[config.mk]
export PLATFORM = sky130hd
export DESIGN_NAME = unidade_controle_jogo
export DESIGN_NICKNAME = d
export VERILOG_FILES = /design/src/rtl/unidade_controle_jogo.sv
export SDC_FILE = /design/constraint.sdc
export NUM_CORES = 1
export LEC_CHECK = 0
export ABC_AREA = 1
export BUFFER_PORTS_ARGS = -buffer_cell sky130_fd_sc_hd__buf_2
export CAP_MARGIN = 10
export CORE_AREA = 2 2 39 41
export DETAILED_ROUTE_END_ITERATION = 16
export DIE_AREA = 0 0 41 43
export PLACE_DENSITY = 0.71
export SLEW_MARGIN = 10
export SYNTH_ARGS = -nofsm -noshare
export SYNTH_HDL_FRONTEND = slang
export SYNTH_SLANG_ARGS = --single-unit
export TNS_END_PERCENT = 1
[constraint.sdc]
create_clock -name clock -period 1.25 [get_ports clock]
set_clock_uncertainty 0.05 [all_clocks]
set_input_delay 0.0625 -clock clock [delete_from_list [all_inputs] [get_ports clock]]
set_output_delay 0.0625 -clock clock [all_outputs]
set_load 0.005 [all_outputs]
[src/rtl/unidade_controle_jogo.sv]
// Control unit for the memory game: a Moore FSM that sequences the datapath counters,
// the play register and the inactivity timer, and reports how the game ended.
module unidade_controle_jogo (
    input  logic       clock,
    input  logic       reset,
    input  logic       iniciar,
    input  logic       jogada_feita,
    input  logic       jogada_igual,
    input  logic       fim_rodada,
    input  logic       fim_jogo,
    input  logic       inativo,
    output logic       zera_jogada,
    output logic       conta_jogada,
    output logic       zera_rodada,
    output logic       conta_rodada,
    output logic       zeraR,
    output logic       registraR,
    output logic       zeraInativo,
    output logic       contaInativo,
    output logic       pronto,
    output logic       acertou,
    output logic       errou,
    output logic       timeout,
    output logic [3:0] db_estado
);

    typedef enum logic [3:0] {
        INICIAL        = 4'h0,
        PREPARACAO     = 4'h1,
        INICIA_RODADA  = 4'h2,
        ESPERA_JOGADA  = 4'h3,
        REGISTRA       = 4'h4,
        COMPARACAO     = 4'h5,
        PROXIMA_JOGADA = 4'h6,
        PROXIMA_RODADA = 4'h7,
        FIM_ACERTOU    = 4'hA,
        FIM_TIMEOUT    = 4'hD,
        FIM_ERROU      = 4'hE
    } estado_t;

    estado_t estado_q, estado_d;

    always_ff @(posedge clock or negedge reset) begin
        if (!reset) begin
            estado_q <= INICIAL;
        end else begin
            estado_q <= estado_d;
        end
    end

    // jogada_feita is a single-cycle pulse; it is sampled only in ESPERA_JOGADA
    // and takes priority over the inactivity timeout in that same cycle.
    always_comb begin
        estado_d = estado_q;
        unique case (estado_q)
            INICIAL:        estado_d = iniciar ? PREPARACAO : INICIAL;
            PREPARACAO:     estado_d = INICIA_RODADA;
            INICIA_RODADA:  estado_d = ESPERA_JOGADA;
            ESPERA_JOGADA: begin
                if (jogada_feita)   estado_d = REGISTRA;
                else if (inativo)   estado_d = FIM_TIMEOUT;
                else                estado_d = ESPERA_JOGADA;
            end
            REGISTRA:       estado_d = COMPARACAO;
            COMPARACAO: begin
                if (!jogada_igual)               estado_d = FIM_ERROU;
                else if (fim_rodada && fim_jogo) estado_d = FIM_ACERTOU;
                else if (fim_rodada)             estado_d = PROXIMA_RODADA;
                else                             estado_d = PROXIMA_JOGADA;
            end
            PROXIMA_JOGADA: estado_d = ESPERA_JOGADA;
            PROXIMA_RODADA: estado_d = INICIA_RODADA;
            FIM_ACERTOU,
            FIM_TIMEOUT,
            FIM_ERROU:      estado_d = iniciar ? PREPARACAO : estado_q;
            default:        estado_d = INICIAL;
        endcase
    end

    always_comb begin
        zera_jogada  = 1'b0;
        conta_jogada = 1'b0;
        zera_rodada  = 1'b0;
        conta_rodada = 1'b0;
        zeraR        = 1'b0;
        registraR    = 1'b0;
        zeraInativo  = 1'b0;
        contaInativo = 1'b0;
        pronto       = 1'b0;
        acertou      = 1'b0;
        errou        = 1'b0;
        timeout      = 1'b0;
        case (estado_q)
            PREPARACAO: begin
                zera_jogada = 1'b1;
                zera_rodada = 1'b1;
                zeraR       = 1'b1;
                zeraInativo = 1'b1;
            end
            INICIA_RODADA: begin
                zera_jogada = 1'b1;
                zeraInativo = 1'b1;
            end
            ESPERA_JOGADA:  contaInativo = 1'b1;
            REGISTRA: begin
                registraR   = 1'b1;
                zeraInativo = 1'b1;
            end
            PROXIMA_JOGADA: conta_jogada = 1'b1;
            PROXIMA_RODADA: conta_rodada = 1'b1;
            FIM_ACERTOU: begin
                pronto  = 1'b1;
                acertou = 1'b1;
            end
            FIM_TIMEOUT: begin
                pronto  = 1'b1;
                timeout = 1'b1;
            end
            FIM_ERROU: begin
                pronto = 1'b1;
                errou  = 1'b1;
            end
            default: ;
        endcase
    end

    assign db_estado = estado_q;

endmodule

==> results.sh <==
export IMPL_place_gp_congestion=0.864
export IMPL_fp_dieW_um=41
export IMPL_grt_overflow=0
export IMPL_grt_use_total_pct=14.4
export IMPL_clk_latency_ns=0.23
export IMPL_drt_pass1_iter_count=5
export IMPL_dpl_cell_count=113
export IMPL_numClockSinks=4
export IMPL_fin_cells=120
export IMPL_final_antenna_net_count=0
export IMPL_syn_area_sq_um=397
export IMPL_clk_pin_slew_ns=0.04
export IMPL_tightestPinTransition_ns=0.208
export IMPL_crit_type="reg -> reg"
export IMPL_viasPerCell=4.53
export IMPL_finalSetupTns_ns=-0.627
export IMPL_grt_start_max_net_pins=8
export IMPL_core_area_sq_mm=0.00138
export IMPL_cts_max_path_buffers=2
export IMPL_syn2layout_area_growth_pct=69.1
export IMPL_io_buffers=23
export IMPL_relSlewSlack_pct=86.0
export IMPL_grt_first_pass_wirelength_mm=1.77
export IMPL_period_minus_slack_ns=1.36
export IMPL_setup_violations=12
export IMPL_rsz0062_at_grt="true"
export IMPL_drc_errors=0
export IMPL_die_area_sq_mm=0.00176
export IMPL_syn_inst=72
export IMPL_violations="negative setup slack"
export IMPL_synthDistinctLibCells=13
export IMPL_cts_root_buf="clkbuf_4"
export IMPL_wire_per_inst_um=9.68
export IMPL_drive_above_1_share_pct=50.0
export IMPL_synth_warnings=0
export IMPL_io_pins=24
export IMPL_startpoint_type="register"
export IMPL_seq_area_sq_um=105
export IMPL_synth_seq_cells=4
export IMPL_power_density_mw_per_mm2=2200
export IMPL_peakVddDrop_uv=739
export IMPL_multi_input_area_sq_um=274
export IMPL_setup_ws_ns=-0.109
export IMPL_period_share_pct=109
export IMPL_maxClockFrequency_ghz=0.736
export IMPL_synth_nets=80
export IMPL_totalWireLength_mm=1.16
export IMPL_drv_slew=0
export IMPL_fill_cells=147
export IMPL_report_final_hold_viol_count=0
export IMPL_cts_tree="built"
export IMPL_dp_hpwl_um=843
export IMPL_grt_antenna_before_repair=0
export IMPL_cp_end_kind="register"
export IMPL_nets=114
export IMPL_first_global_vias=456
export IMPL_dieHeight_um=43
export IMPL_worstPathRequired_ns=1.32
export IMPL_placementRows=14
export IMPL_hold_path_class="in -> reg"
export IMPL_p_leak_nw=0.403
export IMPL_first_iter_violations=25
export IMPL_cts_buffers=3
export IMPL_largest_reg_flops=4
export IMPL_yosysSeqAreaShare_pct=25.2
export IMPL_cp_arrival_ns=1.43
export IMPL_antenna_cells=0
export IMPL_maxCapViolations=0
export IMPL_outcome="finished with violations"
export IMPL_worstPathMaxFanout=6
export IMPL_vias=543
export IMPL_syn_avg_cell_area_sq_um=5.51
export IMPL_htreeDepth=1
export IMPL_initial_core_util_pct=28.7
[metal layers]
layer  up-vias  track usage (%)  routed length, um
met5         -                0                  0
met4         0             6.00                 33
met3         4             1.57                 66
met2        25             23.1                593
met1       227             18.7                469
li1        287                -                  -
[Yosys cell counts]
cell type,n,area (sq um)
buf_4,1,7.51
nor3_1,1,5.00
a21oi_2,1,8.76
nand2_1,22,82.6
nor2_4,1,11.3
nand3b_1,1,7.51
inv_2,1,3.75
nor2_2,2,12.5
o31ai_1,1,7.51
inv_1,15,56.3
nor2_1,13,48.8
dfrtp_1,4,100
nand3_1,9,45.0
[cell usage in the layout (no fill, tap or decap), types with 4 or more instances in the layout]
master,netlist,routed
buf_2,0,21
nand2_1,22,20
inv_1,15,11
nor2_1,13,9
nand3_1,9,8
nor2_4,1,5
buf_4,1,5
inv_2,1,4
dfrtp_2,0,4
[worst paths after layout]
check	from	endpoint	slack, ns	cells past startpoint
setup / recovery	db_estado[1]	db_estado[0]	-0.11	9
hold / removal	inativo	db_estado[3]	0.06	3
setup reg to reg	db_estado[1]	db_estado[0]	-0.11	9
hold reg to reg	db_estado[1]	db_estado[1]	0.56	2
max in group asynchronous	reset	db_estado[1]	0.87	2
min in group asynchronous	reset	db_estado[2]	0.15	2
[stage by stage]
stage / cell area [sq um] / utilization [%] / setup WS (ns) / hold WS, ns / total power [mW]
3_5_place_dp: 547 / 39.5 / -0.0376 / -0.182 / 1.05
5_1_grt: 671 / 48.5 / -0.183 / 0.0788 / 1.61
3_3_place_gp: 547 / 39.5 / -0.0272 / -0.183 / 1.04
4_1_cts: 626 / 45.2 / -0.0973 / 0.0682 / 1.33
2_1_floorplan: 397 / - / 0.0441 / -0.283 / 0.731
6_report: 671 / 48.5 / -0.109 / 0.0625 / 1.47
[critical path, cell delays in order (launching register included)]
cell     delay, ns
dfrtp_2       0.45
inv_4         0.09
nand2_4       0.06
nor2_4        0.10
a21oi_2       0.05
buf_4         0.15
nor2_4        0.14
inv_2         0.05
nand2_1       0.06
nand2_1       0.04
[power by group]
group | switching, mW | internal, mW | total (mW)
logic | 0.523 | 0.472 | 0.995
clock network | 0.0484 | 0.107 | 0.155
registers | 0.126 | 0.197 | 0.323
total | 0.697 | 0.776 | 1.47
[area by class of cell]
class	instances	share of cell area, %
multi-input cells	51	40.9
repair buffers	30	27.8
flip-flops and latches	4	15.7
inverters	16	9.33
clock buffers	3	3.36
well taps	16	2.99
[cells by family (layout without fill, tap and decap cells)]
group | count (synthesis) | after routing | share of synthesized area [%]
compound gates | 2 | 2 | 4.10
buf+inv | 17 | 49 | 17.0
flops | 4 | 4 | 25.2
simple gates | 49 | 49 | 53.6
[what timing repair did]
action / in CTS / in global routing
buffers inserted: 3 / 0
endpoints found under the setup margin: 13 / 15
endpoints found under the hold margin: 4 / 0
pin swaps: 4 / 3
hold buffers: 1 / 0
gates resized for setup: 12 / 12
(Power assumes the default switching activity.)
